--- config.mk ---
export PLATFORM = sky130hd
export DESIGN_NAME = twiddle_gen
export DESIGN_NICKNAME = d
export VERILOG_FILES = /design/src/rtl/twiddle_pkg.sv /design/src/rtl/twiddle_qrom.sv /design/src/rtl/twiddle_gen.sv
export SDC_FILE = /design/constraint.sdc
export NUM_CORES = 1
export LEC_CHECK = 0
export ABC_AREA = 1
export CAP_MARGIN = 20
export CORE_ASPECT_RATIO = 0.7
export CORE_MARGIN = 3
export CORE_UTILIZATION = 25
export DETAILED_ROUTE_END_ITERATION = 10
export DONT_BUFFER_PORTS = 1
export GPL_TIMING_DRIVEN = 0
export SYNTH_ARGS = -nofsm -noshare
export SYNTH_HDL_FRONTEND = slang
export SYNTH_HIERARCHICAL = 1
export SYNTH_SLANG_ARGS = --single-unit
--- constraint.sdc ---
create_clock -name i_clk -period 2.4 [get_ports i_clk]
set_input_delay 0.72 -clock i_clk [delete_from_list [all_inputs] [get_ports i_clk]]
set_output_delay 0.72 -clock i_clk [all_outputs]
set_load 0.02 [all_outputs]
--- src/rtl/twiddle_pkg.sv ---
// twiddle_pkg: shared constants, log2/amplitude helpers, sequencer state type
// and the elaboration-time quarter-wave cosine function for twiddle_gen.
package twiddle_pkg;

    localparam int DEF_N_POINTS = 256;
    localparam int DEF_WIDTH    = 16;
    localparam real TWO_PI      = 6.28318530717958647692;

    typedef enum logic [0:0] {
        SEQ_IDLE = 1'b0,
        SEQ_RUN  = 1'b1
    } seq_state_e;

    // Number of bits needed to index value entries (value is a power of two).
    function automatic int log2_f(input int value);
        return $clog2(value);
    endfunction

    // Unity amplitude: 2^(width-2), leaving headroom so +/-unity are both exact.
    function automatic int amp_f(input int width);
        return 32'sd1 << (width - 2);
    endfunction

    // Quarter-wave entry C[idx] = round(AMP * cos(2*pi*idx/n_points)).
    // Entries are non-negative, so the round-to-nearest cast is sign-safe.
    function automatic int cos_entry_f(input int n_points, input int width, input int idx);
        real angle;
        real scaled;
        angle  = TWO_PI * real'(idx) / real'(n_points);
        scaled = real'(amp_f(width)) * $cos(angle);
        return int'(scaled);
    endfunction

endpackage

--- src/rtl/twiddle_qrom.sv ---
// twiddle_qrom: dual-read quarter-wave cosine table, N/4+1 entries,
// registered read with one cycle of latency; outputs hold while i_en is low.
module twiddle_qrom
    import twiddle_pkg::*;
#(
    parameter int N_POINTS = DEF_N_POINTS,
    parameter int WIDTH    = DEF_WIDTH
) (
    input  logic                          i_clk,
    input  logic                          i_rst_n,
    input  logic                          i_en,
    input  logic [$clog2(N_POINTS)-2:0]   i_addr_a,
    input  logic [$clog2(N_POINTS)-2:0]   i_addr_b,
    output logic [WIDTH-1:0]              o_data_a,
    output logic [WIDTH-1:0]              o_data_b
);

    localparam int QTR = N_POINTS / 4;

    logic [WIDTH-1:0] rom_s [0:QTR];

    for (genvar gi = 0; gi <= QTR; gi++) begin : g_rom
        assign rom_s[gi] = WIDTH'(cos_entry_f(N_POINTS, WIDTH, gi));
    end

    // Registered read of both table ports, frozen while the pipeline stalls
    always_ff @(posedge i_clk or negedge i_rst_n) begin
        if (!i_rst_n) begin
            o_data_a <= {WIDTH{1'b0}};
            o_data_b <= {WIDTH{1'b0}};
        end else if (i_en) begin
            o_data_a <= rom_s[i_addr_a];
            o_data_b <= rom_s[i_addr_b];
        end
    end

endmodule

--- src/rtl/twiddle_gen.sv ---
// twiddle_gen: FFT twiddle generator, W = exp(-j*2*pi*k/N) scaled by 2^(WIDTH-2),
// built from a quarter-wave cosine table with a 2-stage valid/ready pipeline.
// Optional build macro TWIDDLE_SEQ_EN adds a radix-2 stage address sequencer
// (i_start/i_stage, o_busy, o_last); without it those inputs are ignored and
// o_busy/o_last stay 0.
module twiddle_gen
    import twiddle_pkg::*;
#(
    parameter int N_POINTS = DEF_N_POINTS,
    parameter int WIDTH    = DEF_WIDTH
) (
    input  logic                              i_clk,
    input  logic                              i_rst_n,
    input  logic                              i_valid,
    output logic                              o_ready,
    input  logic [$clog2(N_POINTS)-1:0]       i_k,
    input  logic                              i_inverse,
    input  logic                              i_start,
    input  logic [$clog2($clog2(N_POINTS)):0] i_stage,
    output logic                              o_valid,
    input  logic                              i_ready,
    output logic signed [WIDTH-1:0]           o_real,
    output logic signed [WIDTH-1:0]           o_imag,
    output logic                              o_last,
    output logic                              o_busy
);

    localparam int KW  = log2_f(N_POINTS);
    localparam int AW  = KW - 1;
    localparam int QTR = N_POINTS / 4;

    logic                    enable_s;
    logic                    req_valid_s;
    logic                    req_inv_s;
    logic                    req_last_s;
    logic [KW-1:0]           req_k_s;
    logic                    s1_valid_r;
    logic                    s1_inv_r;
    logic                    s1_last_r;
    logic [1:0]              s1_q_r;
    logic [AW-1:0]           addr_a_s;
    logic [AW-1:0]           addr_b_s;
    logic [WIDTH-1:0]        cos_a_s;
    logic [WIDTH-1:0]        cos_b_s;
    logic signed [WIDTH-1:0] re_s;
    logic signed [WIDTH-1:0] im_s;
    logic signed [WIDTH-1:0] im_conj_s;

    // The whole pipeline moves together whenever the output slot is free.
    assign enable_s = !o_valid || i_ready;

`ifdef TWIDDLE_SEQ_EN
    localparam int            SW     = log2_f(KW) + 1;
    localparam logic [AW-1:0] J_LAST = AW'(N_POINTS / 2 - 1);

    seq_state_e    state_r;
    seq_state_e    state_next_s;
    logic [AW-1:0] j_r;
    logic [AW-1:0] j_next_s;
    logic [SW-1:0] stage_r;
    logic [SW-1:0] stage_clamp_s;
    logic          seq_inv_r;
    logic [KW-1:0] j_ext_s;
    logic [KW-1:0] mask_s;
    logic [KW-1:0] seq_k_s;

    // Clamp the requested stage to the last radix-2 stage, log2(N)-1
    always_comb begin
        if (i_stage > SW'(KW - 1)) begin
            stage_clamp_s = SW'(KW - 1);
        end else begin
            stage_clamp_s = i_stage;
        end
    end

    // Sequencer next state; j only advances when the pipeline advances
    always_comb begin
        state_next_s = state_r;
        j_next_s     = j_r;
        case (state_r)
            SEQ_IDLE: begin
                j_next_s = {AW{1'b0}};
                if (i_start) begin
                    state_next_s = SEQ_RUN;
                end else begin
                    state_next_s = SEQ_IDLE;
                end
            end
            SEQ_RUN: begin
                if (!enable_s) begin
                    state_next_s = SEQ_RUN;
                end else if (j_r == J_LAST) begin
                    state_next_s = SEQ_IDLE;
                    j_next_s     = {AW{1'b0}};
                end else begin
                    j_next_s = j_r + {{(AW-1){1'b0}}, 1'b1};
                end
            end
            default: begin
                state_next_s = SEQ_IDLE;
                j_next_s     = {AW{1'b0}};
            end
        endcase
    end

    // Sequencer state, counter and run parameters captured at start
    always_ff @(posedge i_clk or negedge i_rst_n) begin
        if (!i_rst_n) begin
            state_r   <= SEQ_IDLE;
            j_r       <= {AW{1'b0}};
            stage_r   <= {SW{1'b0}};
            seq_inv_r <= 1'b0;
            o_busy    <= 1'b0;
        end else begin
            state_r <= state_next_s;
            j_r     <= j_next_s;
            o_busy  <= (state_next_s == SEQ_RUN);
            if ((state_r == SEQ_IDLE) && i_start) begin
                stage_r   <= stage_clamp_s;
                seq_inv_r <= i_inverse;
            end
        end
    end

    // Butterfly twiddle index k = (j mod 2^s) * (N >> (s+1))
    always_comb begin
        j_ext_s = {1'b0, j_r};
        mask_s  = (KW'(1'b1) << stage_r) - KW'(1'b1);
        seq_k_s = (j_ext_s & mask_s) << (SW'(KW - 1) - stage_r);
    end

    // Request source: sequencer while running, external port otherwise;
    // a start pulse in IDLE wins over a simultaneous external request
    always_comb begin
        if (state_r == SEQ_RUN) begin
            req_valid_s = 1'b1;
            req_k_s     = seq_k_s;
            req_inv_s   = seq_inv_r;
            req_last_s  = (j_r == J_LAST);
        end else begin
            req_valid_s = i_valid && !i_start;
            req_k_s     = i_k;
            req_inv_s   = i_inverse;
            req_last_s  = 1'b0;
        end
    end

    // A request that loses to i_start is not reported as accepted.
    assign o_ready = enable_s && !o_busy && !i_start;
`else
    logic unused_seq_s;

    assign unused_seq_s = ^{i_start, i_stage};
    assign req_valid_s  = i_valid;
    assign req_k_s      = i_k;
    assign req_inv_s    = i_inverse;
    assign req_last_s   = 1'b0;
    assign o_ready      = enable_s;
    assign o_busy       = 1'b0;
`endif

    // Quadrant folding: r addresses C[r], Q-r addresses the mirrored entry.
    assign addr_a_s = {1'b0, req_k_s[KW-3:0]};
    assign addr_b_s = AW'(QTR) - addr_a_s;

    twiddle_qrom #(
        .N_POINTS (N_POINTS),
        .WIDTH    (WIDTH)
    ) u_qrom (
        .i_clk    (i_clk),
        .i_rst_n  (i_rst_n),
        .i_en     (enable_s),
        .i_addr_a (addr_a_s),
        .i_addr_b (addr_b_s),
        .o_data_a (cos_a_s),
        .o_data_b (cos_b_s)
    );

    // Stage 1: carry quadrant, conjugate flag and valid alongside the table read
    always_ff @(posedge i_clk or negedge i_rst_n) begin
        if (!i_rst_n) begin
            s1_valid_r <= 1'b0;
            s1_q_r     <= 2'd0;
            s1_inv_r   <= 1'b0;
            s1_last_r  <= 1'b0;
        end else if (enable_s) begin
            s1_valid_r <= req_valid_s;
            s1_q_r     <= req_k_s[KW-1:KW-2];
            s1_inv_r   <= req_inv_s;
            s1_last_r  <= req_valid_s && req_last_s;
        end
    end

    // Stage 2 combinational: quadrant signs, then optional conjugate.
    // Table values never exceed +AMP, so negation cannot reach the most negative code.
    always_comb begin
        re_s = {WIDTH{1'b0}};
        im_s = {WIDTH{1'b0}};
        case (s1_q_r)
            2'd0: begin
                re_s = $signed(cos_a_s);
                im_s = -$signed(cos_b_s);
            end
            2'd1: begin
                re_s = -$signed(cos_b_s);
                im_s = -$signed(cos_a_s);
            end
            2'd2: begin
                re_s = -$signed(cos_a_s);
                im_s = $signed(cos_b_s);
            end
            2'd3: begin
                re_s = $signed(cos_b_s);
                im_s = $signed(cos_a_s);
            end
            default: begin
                re_s = {WIDTH{1'b0}};
                im_s = {WIDTH{1'b0}};
            end
        endcase
        if (s1_inv_r) begin
            im_conj_s = -im_s;
        end else begin
            im_conj_s = im_s;
        end
    end

    // Stage 2 output registers, held while downstream stalls
    always_ff @(posedge i_clk or negedge i_rst_n) begin
        if (!i_rst_n) begin
            o_valid <= 1'b0;
            o_last  <= 1'b0;
            o_real  <= {WIDTH{1'b0}};
            o_imag  <= {WIDTH{1'b0}};
        end else if (enable_s) begin
            o_valid <= s1_valid_r;
            o_last  <= s1_last_r;
            if (s1_valid_r) begin
                o_real <= re_s;
                o_imag <= im_conj_s;
            end
        end
    end

endmodule

==> impl_metrics.toml <==
[run_status]
outcome = "complete, no violations"

[logic_synthesis]
syn_area_per_cell_um2 = 5.977
synth_top_area_frac = 0.2294
ys_ff_latch = 67
synth_adder_area_share = 0.04451
yosysMostFrequentCell = "nand2_1"
synth_edf_count = 0
yosysTopAreaCell = "dfrtp_1"
yosysWarnings = 6
ys_seq_area_frac = 0.2294
synthArstFlopShare = 1.000
netlist_area_mm2 = 0.007310
synth_xor_area_frac = 0.01558
synthFlopType = "dfrtp_1"
muxShareOfSynthArea = 0
synthTopCellsByArea = "dfrtp_1 (23%), nand2_1 (22%), nand3_1 (12%)"
synth_compound_area_frac = 0.1344
synth_commonest_cells = "nand2_1 (431), nand3_1 (174), inv_1 (98)"
synth_top_family_by_area = "simple AND/OR/NAND/NOR gates"
yosys.area_share.simple = 0.4658
synth_cell_types = 45
synthesis.instances = 1223

[worst_setup_path]
path_class = "input pin to flop"
startpoint_type = "input pin"
rr_worst_depth = 13
worstPathArrival_ns = 2.53
timing.rr.end = "o_imag[8]"
path_max_fanout = 16
r2r_slack_ns = 0.11
regToRegStartpoint = "u_qrom/o_data_b[1]"
required_ns = 2.63
end_kind = "flop"

[timing]
maxSlewViolCount = 0
hold_violations = 0
finClkSkew_ns = 0.005813
post-route-min-period_ns = 2.298
setup_tns_ns = 0
fmax_mhz = 435.1
tightest_slew_ns = 0.5639
whs_ns = 0.07269
post-route-period-util = 0.9577
relSlewSlack = 0.6241
setup_viol_count_final = 0
rsz0062_at_grt = "true"

[floorplanning]
die_area_mm2 = 0.03136
num_io_pins = 54
die_height_um = 149.1
initial_core_util = 0.2586
num_rows = 51
die_w_um = 210.4
coreArea_mm2 = 0.02827

[detailed_routing]
wl_per_cell_um = 17.19
viasPerCell = 5.306
drc_errors = 0
detail-route-antenna-nets = 0
drt_iter0_markers = 1289
dr.pass1.iters = 6
wl_um = 27960
vias = 8627

[layout]
layout.nets = 1294
drive_gt1_frac = 0.1355
antennaDiodeCount = 0
syn2layout_area_growth_pct = 13.78

[clocking]
cts_sinks = 67
cts_buffer_depth = 2
root_buffer = "clkbuf_16"
clk_latency_ns = 0.34
clk_pin_slew_ns = 0.06
htreeDepth = 3
cts_tree = "done"
cts_buffers = 9

[place]
numPortBuffers = 0
place.detailed.hpwl_um = 21350
gp_congestion = 1.052

[power]
powerDensity_mw_per_mm2 = 732.7
p_leak_nw = 4.033
peakVddDrop_v = 0.0003330

[global_routing]
grt_usage = 0.1748
grt_overflow = 0
grt_max_degree = 68
grt_pass1_wl_um = 43490
grt_pass1_vias = 7731
grt_antenna_before_repair = 1

[run]
cap_viol_max_count = 0

[min_path]
hold_path.class = "input pin to async pin"
## cell type report
cell class              instances  area (um^2)
clock buffers                  11        242.7
inverters                     117        459.2
well taps                     371        464.2
repair buffers                 12        90.09
clock inverters                 5        52.55
multi-input cells             988         4967
fillers                      3196        19950
flip-flops and latches         67         1683
repair inverters                1        5.005
plain buffers                  54        352.8
## flip-flops by register name (all words and copies together) (netlist names)
register / flops
o_real: 16
u_qrom/o_data_b: 15
u_qrom/o_data_a: 15
o_valid: 1
s1_valid_r: 1
o_imag: 16
s1_q_r: 2
s1_inv_r: 1
## worst max-delay path by stage
stage | depth (start not counted) | to | slack [ns] | start
final | 12 | u_qrom/o_data_b[4] | 0.10 | i_k[0]
after global placement | 11 | u_qrom/o_data_b[8] | -0.72 | i_k[0]
after detailed placement | 11 | u_qrom/o_data_b[8] | -0.64 | i_k[0]
after global routing | 16 | o_imag[12] | -0.01 | u_qrom/o_data_b[1]
after floorplan | 11 | u_qrom/o_data_b[1] | 0.02 | i_k[0]
after CTS | 11 | u_qrom/o_data_b[8] | 0.03 | o_valid
## per-layer routing
metal,GRT usage,wire length (um),vias to the layer above
li1,-,-,4039
met4,0.03881,497,4
met3,0.05403,3666,63
met2,0.2400,10890,565
met1,0.2632,12850,3956
met5,0.01097,56,-
## kinds of logic after synthesis
group / count (synthesis)
AND/OR/NAND/NOR: 772
AO/OA/AOI/OAI: 172
buffers and inverters: 171
flip-flops: 67
adder cells (fa/ha/maj): 26
XOR/XNOR: 13
other: 2
## worst max-delay path: stages
cell	delay (ns)
inv_1	0.05
ha_4	0.37
clkinvlp_4	0.13
ha_1	0.34
inv_1	0.16
nand2_1	0.12
nand3_1	0.15
nand2_1	0.07
o21ai_0	0.19
nand2_1	0.08
nand2_1	0.08
nand2_1	0.05
## timing repair
action	4_1_cts	5_1_grt
setup buffers	3	9
hold buffers	0	0
endpoints found under the hold margin	0	0
setup endpoints to repair	16	19
resized for setup	11	23
gates cloned	0	1
pin swaps	2	8
## layout by cell type (no fill, tap or decap), types with 4 or more instances in the layout
cell         n
inv_2       14
a21oi_1     41
o21ai_0     81
buf_2       18
ha_1        22
o21ai_1     10
nand3_2     10
nor3_1       5
nand2_1    428
clkbuf_1    13
nand2_2     16
inv_4        5
buf_6        6
dfrtp_2      5
buf_4       28
inv_1       95
nand3_1    173
o211ai_1     8
nor2_1      90
conb_1       5
nor2_2      14
o221ai_1     4
clkbuf_16    9
nand4_1     10
xor2_1       9
dfrtp_1     62
o22ai_1      8
nor2_4      14
## where the power goes
part / switching, mW / internal, mW / leakage, nW
clock network: 0.494 / 0.826 / 0.145
logic: 1.79 / 0.875 / 3.07
registers: 0.658 / 1.46 / 0.819
## stage by stage
step | cells | worst slack, ns | power (mW) | cell area, um^2 | util
global route | 1626 | -0.01013 | 6.512 | 8317 | 0.2942
global placement | 1597 | -0.7210 | 4.561 | 7785 | 0.2754
detailed placement | 1597 | -0.6423 | 4.551 | 7785 | 0.2754
finish | 1626 | 0.1015 | 6.094 | 8317 | 0.2942
CTS | 1616 | 0.02795 | 5.943 | 8132 | 0.2877
floorplan | 1226 | 0.01535 | 3.811 | 7321 | -
Power figures use the tool's default switching activity.
